## config.mk

```make
export PLATFORM = sky130hd
export DESIGN_NAME = multdiv_ctrl
export DESIGN_NICKNAME = d
export VERILOG_FILES = /design/src/rtl/multdiv_ctrl.sv
export SDC_FILE = /design/constraint.sdc
export NUM_CORES = 1
export LEC_CHECK = 0
export ABC_AREA = 0
export BUFFER_PORTS_ARGS = -buffer_cell sky130_fd_sc_hd__buf_4
export CAP_MARGIN = 20
export CORE_ASPECT_RATIO = 2
export CORE_UTILIZATION = 40
export CTS_BUF_LIST = sky130_fd_sc_hd__clkbuf_4 sky130_fd_sc_hd__clkbuf_8
export CTS_CLUSTER_SIZE = 25
export DETAILED_ROUTE_END_ITERATION = 7
export GPL_TIMING_DRIVEN = 0
export PLACE_DENSITY = 0.8
export SYNTH_ARGS = -nofsm -noshare
export SYNTH_HDL_FRONTEND = slang
export SYNTH_SLANG_ARGS = --single-unit
export TNS_END_PERCENT = 30
```

## constraint.sdc

```tcl
create_clock -name clk -period 2.03 [get_ports clk]
set_clock_uncertainty 0.2 [all_clocks]
set_input_delay 0.5075 -clock clk [delete_from_list [all_inputs] [get_ports clk]]
set_output_delay 0.5075 -clock clk [all_outputs]
set_load 0.02 [all_outputs]
```

## src/rtl/multdiv_ctrl.sv

```systemverilog
// Sequencer for the shared multiply/divide unit: latches operands, steps the
// shared iteration counter and captures the datapath result with a ready pulse.
module multdiv_ctrl #(
    parameter int unsigned MULT_CYCLES = 17,
    parameter int unsigned DIV_CYCLES  = 33
) (
    input  logic        clk,
    input  logic        resetn,
    input  logic        ctrl_MULT,
    input  logic        ctrl_DIV,
    input  logic [31:0] data_operandA,
    input  logic [31:0] data_operandB,
    input  logic [31:0] mult_product,
    input  logic        mult_overflow,
    input  logic [31:0] div_quotient,
    output logic [31:0] mult_a,
    output logic [31:0] mult_b,
    output logic [31:0] div_a,
    output logic [31:0] div_b,
    output logic [31:0] counter,
    output logic [31:0] data_result,
    output logic        data_exception,
    output logic        data_resultRDY,
    output logic        busy
);

    typedef enum logic [2:0] {
        S_IDLE,
        S_MULT,
        S_DIV,
        S_DIVZ,
        S_DONE
    } state_e;

    state_e      state_q, state_d;
    logic [5:0]  counter_q, counter_d;
    logic [31:0] mult_a_q, mult_a_d;
    logic [31:0] mult_b_q, mult_b_d;
    logic [31:0] div_a_q, div_a_d;
    logic [31:0] div_b_q, div_b_d;
    logic [31:0] result_q, result_d;
    logic        exc_q, exc_d;

    // A start pulse overrides whatever is in flight, so it is decoded ahead of
    // the per-state behaviour; MULT has priority over DIV.
    always_comb begin
        state_d   = state_q;
        counter_d = counter_q;
        mult_a_d  = mult_a_q;
        mult_b_d  = mult_b_q;
        div_a_d   = div_a_q;
        div_b_d   = div_b_q;
        result_d  = result_q;
        exc_d     = exc_q;

        if (ctrl_MULT) begin
            mult_a_d  = data_operandA;
            mult_b_d  = data_operandB;
            counter_d = '0;
            state_d   = S_MULT;
        end else if (ctrl_DIV) begin
            div_a_d   = data_operandA;
            div_b_d   = data_operandB;
            counter_d = '0;
            state_d   = (data_operandB == '0) ? S_DIVZ : S_DIV;
        end else begin
            case (state_q)
                S_IDLE: counter_d = '0;
                S_MULT: begin
                    if (counter_q == 6'(MULT_CYCLES)) begin
                        result_d  = mult_product;
                        exc_d     = mult_overflow;
                        counter_d = '0;
                        state_d   = S_DONE;
                    end else begin
                        counter_d = counter_q + 6'd1;
                    end
                end
                S_DIV: begin
                    if (counter_q == 6'(DIV_CYCLES)) begin
                        result_d  = div_quotient;
                        exc_d     = 1'b0;
                        counter_d = '0;
                        state_d   = S_DONE;
                    end else begin
                        counter_d = counter_q + 6'd1;
                    end
                end
                S_DIVZ: begin
                    result_d  = '0;
                    exc_d     = 1'b1;
                    counter_d = '0;
                    state_d   = S_DONE;
                end
                S_DONE: begin
                    counter_d = '0;
                    state_d   = S_IDLE;
                end
                default: begin
                    counter_d = '0;
                    state_d   = S_IDLE;
                end
            endcase
        end
    end

    always_ff @(posedge clk or negedge resetn) begin
        if (!resetn) begin
            state_q   <= S_IDLE;
            counter_q <= '0;
            mult_a_q  <= '0;
            mult_b_q  <= '0;
            div_a_q   <= '0;
            div_b_q   <= '0;
            result_q  <= '0;
            exc_q     <= 1'b0;
        end else begin
            state_q   <= state_d;
            counter_q <= counter_d;
            mult_a_q  <= mult_a_d;
            mult_b_q  <= mult_b_d;
            div_a_q   <= div_a_d;
            div_b_q   <= div_b_d;
            result_q  <= result_d;
            exc_q     <= exc_d;
        end
    end

    assign mult_a         = mult_a_q;
    assign mult_b         = mult_b_q;
    assign div_a          = div_a_q;
    assign div_b          = div_b_q;
    assign counter        = {26'd0, counter_q};
    assign data_result    = result_q;
    assign data_exception = exc_q;
    assign data_resultRDY = (state_q == S_DONE);
    assign busy           = (state_q == S_MULT) || (state_q == S_DIV) || (state_q == S_DIVZ);

endmodule

```

# Word level (Yosys, flattened, before mapping)
# Index checks and enable logic that the tools add are counted.
[word_totals]
out_inout_bits = 195
romBits = 0
inputBits = 133
word_cells = 47
n_memories = 0
ff_bits = 170
ram_bits = 0
latchBits = 0
[op_classes]
shift = 0
n_lt_le_gt_ge = 0
n_bitwise = 2
n_eq_ne = 11
mul = 0
addsub = 1
div = 0
mux = 17
reduce_logical = 8
[op_table]
columns = ["op", "n"]
rows = [
  ["32-bit one-hot mux with 3 select lines", 1],
  ["32-bit 2-to-1 mux", 2],
  ["32-bit logical NOT", 1],
  ["6-bit 2-to-1 mux", 4],
  ["3-bit 2-to-1 mux", 4],
  ["3-bit one-hot mux with 4 select lines", 1],
  ["6-bit one-hot mux with 2 select lines", 1],
  ["4-bit != test (second input constant)", 2],
  ["6-bit by 1-bit adder with 6-bit output (second input constant)", 1],
  ["3-bit by 2-bit equality test with 1-bit output (second input constant)", 2],
  ["6-bit by 5-bit equality test with 1-bit output (second input constant)", 1],
  ["6-bit equality test (second input constant)", 1],
  ["5-bit AND reduction", 1],
  ["2-bit != test (second input constant)", 2],
  ["3-bit by 1-bit equality test with 1-bit output (second input constant)", 1],
  ["3-bit equality test (second input constant)", 1],
  ["3-bit logical NOT", 1],
  ["1-bit 2-to-1 mux", 3],
  ["3-bit != test (second input constant)", 1],
  ["1-bit one-hot mux with 3 select lines", 1],
  ["3-bit AND reduction", 1],
  ["3-bit nonzero test", 1],
  ["1-bit logical OR", 2],
  ["1-bit NOT", 2],
  ["2-bit AND reduction", 1],
]

# Depth between registers and ports, before layout
# Gate-level depths: netlist of run 1.
[logic_depth]
depth_word = 5
ltp_mapped = 6
mapped_depth_nobuf = 5

# Worst setup path after synthesis of run 1
# OpenSTA, ideal clock, no wires.
[synth_path]
kind = "register to register"
from = "register counter_q[5]"
to = "register result_q[10] (netlist: data_result[10])"
t_required_ns = 1.705
synth_period_minus_slack_ns = 2.095
n_path_buf = 1
path_stages_with_launch = 6
arrival_ns = 1.770
path_slack_ns = -0.065
setup_ns = 0.125
path_cell_list = "dfrtp_1 > nand2b_1 > a2bb2oi_4 > o31ai_4 > buf_6 > mux2_4"
[synth_between]
elab_chain_cells = 3
elab_cells_between_ends = 5
classes_between = "eq/ne (4); reduce/logical (1)"
[synth_rtl]
columns = ["item", "line_no", "source"]
rows = [
  ["start: declaration", "36", "logic [5:0] counter_q, counter_d;"],
  ["start signal: assignment", "119", "counter_q <= counter_d;"],
  ["6-bit equality test or 6-bit by 5-bit equality test with 1-bit output (tied branches)", "80, 70", ""],
  ["2-bit != test (no source line)", "-", ""],
  ["5-bit AND reduction (no source line) *", "-", ""],
  ["end signal: assignment", "124", "result_q <= result_d;"],
  ["end: declaration", "41", "logic [31:0] result_q, result_d;"],
]
# Every way passes the cells marked *; elsewhere a longest branch is shown, timed or not.
# A chain may end at the register's enable or synchronous reset.

# Final worst setup path of run 1
[layout_path]
from = "register state_q[1]"
to = "output busy"
[layout_between]
elab_chain_cells = 3
elab_cells_between_ends = 5
classes_between = "eq/ne (3); reduce/logical (2)"
[layout_rtl]
columns = ["item", "line_no", "source"]
rows = [
  ["start: declaration", "35", "state_e state_q, state_d;"],
  ["start signal: assignment", "118", "state_q <= state_d;"],
  ["3-bit by 1-bit equality test with 1-bit output or 3-bit by 2-bit equality test with 1-bit output (tied branches)", "137", "assign busy = (state_q == S_MULT) || (state_q == S_DIV) || (state_q == S_DIVZ);"],
  ["1-bit logical OR", "137", ""],
  ["1-bit logical OR *", "137", ""],
  ["end: declaration", "24", "output logic busy"],
]
# Marked as above.

==> metrics.cfg, run 1 <==
[setup_path]
path_class=reg -> out
cp_slowest_cell=dfrtp_2
crit_path_cell_trace=buf_4, o21ba_4, buf_6
rr_startpoint=state_q[2]
cp-start-kind=flop
crit_arrival_ns=1.37
endpoint_kind=output pin
path_buf_inv=2
worstPathMaxFanout=6
critPathMaxStageDelay_ns=0.45
cpLargestDelayFamily=flip-flops
startpoint=state_q[1]
cp.required_ns=1.32

[place]
gp_congestion=0.761
hpwl_um=14700
placed_area_sq_um=9780
io_buffers=301

[global_routing]
grt_overflow=0
first_global_vias=5402
grt_usage_pct=20.7
grt_pass1_wl_um=28000
antenna_found_initial=0
grt_max_degree=87

[final_layout]
multi_input_area_sq_um=2670
utilization_pct=60.1
area_growth_syn_to_layout_pct=46.3
diodes=0
finalInstanceArea_sq_um=10400
drive_gt1_share_pct=66.2
fin_nets=962
seqCellArea_sq_um=4260
fillers=1401

[logic_synthesis]
synth_top_cells_by_area=dfrtp_1, mux2_2, mux2_4, a22o_1, buf_4
synth_seq_cells=170
netlist.top_cell.by_area=dfrtp_1
synth.most_common_cell=dfrtp_1
synth_edf_count=0
yosysTopAreaCellShare_pct=59.7
avgSynthCellArea_sq_um=15.3
synth_ff_type=dfrtp_1
synth_async_sr_flop_share_pct=100
ys_types=32
syn_inst=467
synth_common_cells=dfrtp_1, mux2_2, a22o_1
synth_area_sq_um=7130
yosysSeqAreaShare_pct=59.7
yosysWarnings=0

[clock_tree]
cts.path.max_buffers=2
clock_latency_ns=0.45
cts-htree-levels=4
path_clk_slew_ns=0.09
cts_buffers=17
cts_tree=built
clockRootBuffer=clkbuf_8
clock-sinks=170

[die]
initial_core_util_pct=41.1
die_y_um=191
die-area_sq_um=18400
die_x_um=96.4
pin_count=328
coreArea_sq_um=17400
row_count=68

[sta]
relSlewSlack_pct=55.5
rsz0062_at_grt=yes
whs_ns=0.0863
tns_ns=-0.306
tightest_slew_ns=0.668
period_share_pct=102
setup_viol=20
maxSlewViolCount=0
fin_ws_ns=-0.0497
timing.fmax_mhz=481
finalWorstPathRequiredPeriod_ns=2.08
hold_violations=0

[drt]
drt-pass1-iter-count=4
ant_nets=0
first_iter_violations=95
routed_wl_um=19400
drt-wirelength-per-cell_um=18.4
vias=5157
drc=0
viasPerCell=4.91

[power]
power.share.sequential_pct=43.6
power.internal_uw=6630
p_per_area_nw_per_um2=919
p_sw_uw=2950
switching_share_pct=30.8
power_uw=9580
p_comb_share_pct=29.2
p_leak_uw=0.00504
power_frac_clock_pct=27.2
ir_drop_mv=0.638

[outcome]
failed_checks=negative setup slack
outcome=complete, but fails checks

[min_path]
hold_start=data_operandA[15]
hold_class=in -> reg

[job]
cap_violations=0

==> cell type report <==
type | instances | area share, %
Buffer | 50 | 3.30
Clock buffer | 20 | 2.58
Clock inverter | 12 | 1.55
Inverter | 4 | 0.144
Multi-Input combinational cell | 268 | 25.6
Sequential cell | 170 | 40.9
Tap cell | 210 | 2.52
Timing Repair Buffer | 316 | 23.5
==> flip-flops by register name, summed over array words and instances (netlist names) <==
register / count
data_result: 32
div_a: 32
div_b: 32
mult_a: 32
mult_b: 32
counter_q: 6
state_q: 3
data_exception: 1
==> layout by cell type, fill, tap and decap left out, drive strengths merged, types with 3 or more instances in the layout <==
cell	Yosys	layout
a22o	32	32
dfrtp	170	170
nor2	11	11
conb	1	26
nand2	4	4
bufinv	0	3
buf	29	342
inv	4	9
clkinvlp	0	3
nor4	6	6
clkbuf	21	43
mux2	161	161
==> logic make-up after synthesis <==
family | synth area share, %
fa+ha+maj | 0.351
flops | 59.7
buf+inv | 4.53
xor+xnor | 0.492
other cells | 0.0526
mux | 27.0
compound gates | 5.18
simple gates | 2.72
==> power by group through the flow <==
stage / Sequential [uW] / Clock, uW / Combinational [uW]
after floorplan: 4850 / 0 / 806
after global placement: 4210 / 0 / 2740
after detailed placement: 4240 / 0 / 2780
after CTS: 4180 / 2690 / 2810
after global routing: 4250 / 2790 / 2960
final: 4180 / 2600 / 2800
==> per-stage QoR <==
step                      std cells  worst slack [ns]
after floorplan                 492          0.000988
after global placement         1003            -0.850
after detailed placement       1004            -0.578
after CTS                      1043           -0.0339
after global routing           1050            -0.104
final                          1050           -0.0497
==> metal layers <==
layer,GRT usage (%),up-vias,part of all wire (%)
met5,0,-,0
met4,8.54,0,2.3
met3,5.50,32,7.6
met2,40.0,234,58
met1,19.6,2550,32
li1,-,2341,-
==> final timing paths <==
path | to | cells past startpoint | slack, ns
setup / recovery | busy | 3 | -0.05
hold / removal | div_a[15] | 2 | 0.09
setup reg to reg | data_result[16] | 6 | -0.03
hold reg to reg | mult_b[21] | 1 | 0.31
max in group asynchronous | mult_b[21] | 3 | 0.32
min in group asynchronous | data_result[10] | 2 | 0.43
==> timing repair <==
item / CTS / global route
gates resized for setup: 16 / 13
setup buffers: 8 / 6
hold endpoints to repair: 84 / 0
endpoints found under the setup margin: 42 / 84
pin swaps: 4 / 3
cloned: 0 / 2
hold buffers: 1 / 0
Note: power is estimated with default switching activity, not from simulation.
==> run 2, diff against run 1 <==
- SKIP_CTS_REPAIR_TIMING: not set -> 1
==> run 2 against run 1 <==
  * The flow still finishes with violations (negative setup slack)
  * Routed wire length is 1.2% higher
  * Setup slack worse by 0.039 ns
  * Via count hardly changed
  * Non-clock buffer count is 2 lower
  * Utilization hardly changed
  * Die area stayed put
  * Count of clock-buffer cells in the layout stayed put
  * Flip-flop and latch count stayed put
  * Clock power hardly changed
==> metrics.cfg, run 2 (same netlist as run 1, synthesis figures left out) <==
[outcome]
outcome=complete, but fails checks  ; unchanged
failed_checks=negative setup slack  ; unchanged

[power]
p_leak_uw=0.00503  ; was 0.00504 uW
ir_drop_mv=0.625  ; was 0.638 mV
p_per_area_nw_per_um2=920  ; was 919 nW/um^2
power_uw=9590  ; was 9580 uW

[drt]
vias=5162  ; was 5,157
viasPerCell=4.93  ; was 4.91
drt-pass1-iter-count=4  ; unchanged
drt-wirelength-per-cell_um=18.7  ; was 18.4 um
first_iter_violations=80  ; was 95
routed_wl_um=19600  ; was 19,400 um
drc=0  ; unchanged
ant_nets=0  ; unchanged

[final_layout]
area_growth_syn_to_layout_pct=46.3  ; about the same
fin_nets=960  ; was 962
finalInstanceArea_sq_um=10400  ; about the same
drive_gt1_share_pct=66.0  ; was 66.2%
final_common_cell=buf_4  ; unchanged
mostFrequentLayoutCells=buf_4, dfrtp_1, mux2_2  ; unchanged
diodes=0  ; unchanged

[die]
coreArea_sq_um=17400  ; unchanged
die_y_um=191  ; unchanged
die_x_um=96.4  ; unchanged
pin_count=328  ; unchanged
initial_core_util_pct=41.1  ; unchanged
row_count=68  ; unchanged
die-area_sq_um=18400  ; unchanged

[clock_tree]
cts.path.max_buffers=2  ; unchanged
clock-sinks=170  ; unchanged
cts-htree-levels=4  ; unchanged
cts_buffers=17  ; unchanged
cts_tree=built  ; unchanged
clockRootBuffer=clkbuf_8  ; unchanged
path_clk_slew_ns=0.09  ; about the same
clock_latency_ns=0.46  ; was 0.45 ns

[min_path]
hold_start=data_operandA[15]  ; unchanged
min_path_cells=2  ; unchanged
whs_endpoint=div_a[15]  ; unchanged
hold_class=in -> reg  ; unchanged

[global_routing]
grt_max_degree=87  ; unchanged
grt_pass1_wl_um=27800  ; was 28,000 um
grt_usage_pct=20.5  ; was 20.7%
antenna_found_initial=0  ; unchanged
grt_overflow=0  ; unchanged
first_global_vias=5330  ; was 5,402

[setup_path]
r2r_end=data_result[16]  ; unchanged
worstPathMaxFanout=7  ; was 6
path_class=reg -> reg  ; was reg -> out
rr_startpoint=state_q[2]  ; unchanged
cp-start-kind=flop  ; unchanged
cp.required_ns=2.18  ; was 1.32 ns
r2r_cells=6  ; unchanged
endpoint_kind=flop  ; was output pin
crit_arrival_ns=2.26  ; was 1.37 ns
regToRegSetupSlack_ns=-0.09  ; was -0.03 ns

[sta]
relSlewSlack_pct=55.6  ; was 55.5%
period_share_pct=104  ; was 102%
setup_viol=31  ; was 20
finalWorstPathRequiredPeriod_ns=2.12  ; was 2.08 ns
maxSlewViolCount=0  ; unchanged
timing.fmax_mhz=472  ; was 481 MHz
hold_violations=0  ; unchanged
rsz0062_at_grt=yes  ; unchanged
tns_ns=-1.73  ; was -0.306 ns
fin_ws_ns=-0.0884  ; was -0.0497 ns
tightest_slew_ns=0.667  ; was 0.668 ns

[place]
hpwl_um=14700  ; unchanged
gp_congestion=0.761  ; unchanged
placed_area_sq_um=9780  ; unchanged
pre_cts_ws_ns=-0.578  ; unchanged
io_buffers=301  ; unchanged

[job]
cap_violations=0  ; unchanged

-- run 2: how the worst max path moves through the flow --
stage / slack, ns / depth (start not counted) / to / start
final: -0.09 / 6 / data_result[16] / state_q[2]
after detailed placement: -0.58 / 6 / div_b[15] / ctrl_MULT
after CTS: -0.19 / 5 / data_result[13] / state_q[1]
after floorplan: 0.001 / 5 / data_result[10] / counter_q[0]
after global placement: -0.85 / 1 / counter_q[5] / resetn
after global routing: -0.12 / 2 / data_resultRDY / state_q[0]
-- run 2: critical path, stage by stage, from the launching register on --
cell       delay [ns]
dfrtp_2          0.46
or3b_4           0.44
a2bb2oi_4        0.19
o31ai_4          0.10
buf_6            0.17
clkbuf_16        0.17
mux2_4           0.29
-- run 2: routing by layer --
layer | GRT usage (%) | up-vias | share of wire, %
li1 | - | 2335 | -
met4 | 8.54 | 0 | 2.5
met5 | 0 | - | 0
met1 | 19.7 | 2562 | 33
met3 | 5.50 | 34 | 7.5
met2 | 39.4 | 231 | 57
-- run 2: final cells by class --
class | count | area [sq um]
Tap cell | 210 | 263
Clock inverter | 12 | 161
Multi-Input combinational cell | 268 | 2670
Timing Repair Buffer | 314 | 2450
Sequential cell | 170 | 4260
Fill cell | 1401 | 6930
Clock buffer | 20 | 269
Buffer | 50 | 342
Inverter | 4 | 15.0
-- run 2: metrics by stage --
step / hold slack (ns) / std cells / util, %
2_1_floorplan: 0.0119 / 492 / -
3_3_place_gp: 0.289 / 1003 / 56.2
3_5_place_dp: 0.293 / 1004 / 56.4
4_1_cts: -0.171 / 1036 / 58.9
5_1_grt: 0.0556 / 1048 / 60.1
6_report: 0.0814 / 1048 / 60.1
-- run 2: where the power goes --
| group | internal, uW | leakage, uW | switching [uW] |
|---|---|---|---|
| Clock | 1310 | 0.000211 | 1300 |
| Sequential | 3890 | 0.00203 | 287 |
| Combinational | 1420 | 0.00279 | 1380 |
| Total | 6620 | 0.00503 | 2960 |
==> run 3, diff against run 2 <==
- CORE_MARGIN: not set -> 3
==> run 3 against run 2 <==
  * Flip-flop and latch count is the same
  * Routed wire length rose by 0.65%
  * Critical path type unchanged
  * The run still ends with negative setup slack left
  * Worst hold slack improved by 0.020 ns
  * Via count shrank 1.3%
  * Design area is 1.6% lower
==> metrics.cfg, run 3 (same netlist as run 1, synthesis figures left out) <==
[drt]
drt-pass1-iter-count=5  ; was 4
routed_wl_um=19700  ; was 19,600 um
vias=5095  ; was 5,162
viasPerCell=4.88  ; was 4.93
highest_layer=met4  ; unchanged
wl_met1_um=6510  ; was 6390 um
wl_met3_um=1550  ; was 1460 um
wl_met2_um=11200  ; was 11,300 um
ant_nets=0  ; unchanged
drt-wirelength-per-cell_um=18.9  ; was 18.7 um
drc=0  ; unchanged
first_iter_violations=74  ; was 80

[final_layout]
diodes=0  ; unchanged
final_cells=1045  ; was 1,048
area_growth_syn_to_layout_pct=44.0  ; was 46.3%
fillers=1419  ; was 1,401
final_common_cell=buf_4  ; unchanged
drive_gt1_share_pct=65.5  ; was 66.0%
mostFrequentLayoutCells=buf_4, dfrtp_1, mux2_2  ; unchanged
fin_nets=957  ; was 960
multi_input_area_sq_um=2660  ; was 2670 sq um
seqCellArea_sq_um=4260  ; unchanged

[sta]
rsz0062_at_grt=yes  ; unchanged
period_share_pct=103  ; was 104%
relSlewSlack_pct=51.5  ; was 55.6%
fin_ws_ns=-0.0615  ; was -0.0884 ns
hold_violations=0  ; unchanged
maxSlewViolCount=0  ; unchanged
tightest_slew_ns=0.728  ; was 0.667 ns
setup_viol=22  ; was 31
finalWorstPathRequiredPeriod_ns=2.09  ; was 2.12 ns
timing.fmax_mhz=478  ; was 472 MHz

[setup_path]
rr_startpoint=state_q[2]  ; unchanged
endpoint_kind=flop  ; unchanged
cp.required_ns=2.15  ; was 2.18 ns
r2r_end=data_result[13]  ; was data_result[16]
regToRegSetupSlack_ns=-0.06  ; was -0.09 ns
r2r_cells=6  ; unchanged
cp-start-kind=flop  ; unchanged
crit_arrival_ns=2.21  ; was 2.26 ns
path_class=reg -> reg  ; unchanged
worstPathMaxFanout=7  ; unchanged

[power]
p_leak_uw=0.00496  ; was 0.00503 uW
power_frac_clock_pct=23.9  ; was 27.3%
power_uw=9150  ; was 9590 uW
ir_drop_mv=0.666  ; was 0.625 mV
power.internal_uw=6220  ; was 6620 uW
power.share.sequential_pct=45.7  ; was 43.6%
switching_share_pct=32.0  ; was 30.9%
p_per_area_nw_per_um2=892  ; was 920 nW/um^2
p_sw_uw=2930  ; was 2960 uW
p_comb_share_pct=30.4  ; was 29.1%

[global_routing]
antenna_found_initial=0  ; unchanged
grt_overflow=0  ; unchanged
grt_usage_pct=19.9  ; was 20.5%
first_global_vias=5441  ; was 5,330
grt_pass1_wl_um=30000  ; was 27,800 um
grt_max_degree=98  ; was 87

[die]
die_x_um=100  ; was 96.4 um
die-area_sq_um=19500  ; was 18,400 sq um
coreArea_sq_um=17400  ; unchanged
die_y_um=195  ; was 191 um
initial_core_util_pct=41.1  ; unchanged
pin_count=328  ; unchanged
row_count=68  ; unchanged

[job]
cap_violations=0  ; unchanged

[place]
io_buffers=301  ; unchanged
pre_cts_ws_ns=-0.604  ; was -0.578 ns
gp_congestion=0.850  ; was 0.761
placed_cells=1004  ; unchanged
hpwl_um=15400  ; was 14,700 um

[clock_tree]
clockRootBuffer=clkbuf_8  ; unchanged
cts.path.max_buffers=2  ; unchanged
path_clk_slew_ns=0.10  ; was 0.09 ns
clock-sinks=170  ; unchanged
clock_latency_ns=0.44  ; was 0.46 ns
cts_buffers=17  ; unchanged
cts-htree-levels=4  ; unchanged
cts_tree=built  ; unchanged

[min_path]
hold_start=data_operandA[10]  ; was data_operandA[15]
min_path_cells=2  ; unchanged
whs_endpoint=div_a[10]  ; was div_a[15]
hold_class=in -> reg  ; unchanged

[outcome]
outcome=complete, but fails checks  ; unchanged
failed_checks=negative setup slack  ; unchanged

## run 3: worst max-delay path: stages, from the launching register on
cell       delay, ns
dfrtp_2         0.47
or3b_4          0.42
a2bb2oi_4       0.18
o31ai_4         0.10
buf_12          0.16
buf_6           0.14
mux2_4          0.29
## run 3: per-stage QoR
step	utilization, %	hold slack, ns	setup TNS (ns)	cell area, sq um
2_1_floorplan	-	0.0119	0	7230
3_3_place_gp	56.2	0.288	-175.28	9750
3_5_place_dp	56.4	0.295	-57.04	9780
4_1_cts	58.4	-0.119	-4.94	10100
5_1_grt	59.1	0.0641	-3.44	10300
6_report	59.1	0.101	-0.884	10300
## run 3: area by class of cell
cell class              count  area share, %
clock buffers              20           2.56
plain buffers              50           3.16
multi-input cells         268           25.9
repair buffers            311           23.3
inverters                   4          0.146
flip-flops and latches    170           41.5
clock inverters            12          0.878
well taps                 210           2.56
## run 3: routing by layer
layer  vias to the layer above  track usage, %
met3                        26            6.36
li1                       2336               -
met4                         0            7.00
met1                      2501            20.1
met5                         -               0
met2                       232            37.2
## run 3: power by group through the flow
stage                     clock, uW  combinational (uW)  sequential (uW)
after global placement            0                2750             4210
after detailed placement          0                2790             4240
after floorplan                   0                 806             4850
after CTS                      2260                2800             4180
final                          2190                2780             4180
after global routing           2390                2940             4240
## run 3: worst max path at each step
stage | startpoint | to | depth (start not counted)
after global placement | resetn | counter_q[5] | 1
final | state_q[2] | data_result[13] | 6
after floorplan | counter_q[0] | data_result[10] | 5
after global routing | state_q[0] | data_result[22] | 6
after detailed placement | ctrl_MULT | div_b[21] | 6
after CTS | state_q[0] | data_result[13] | 5
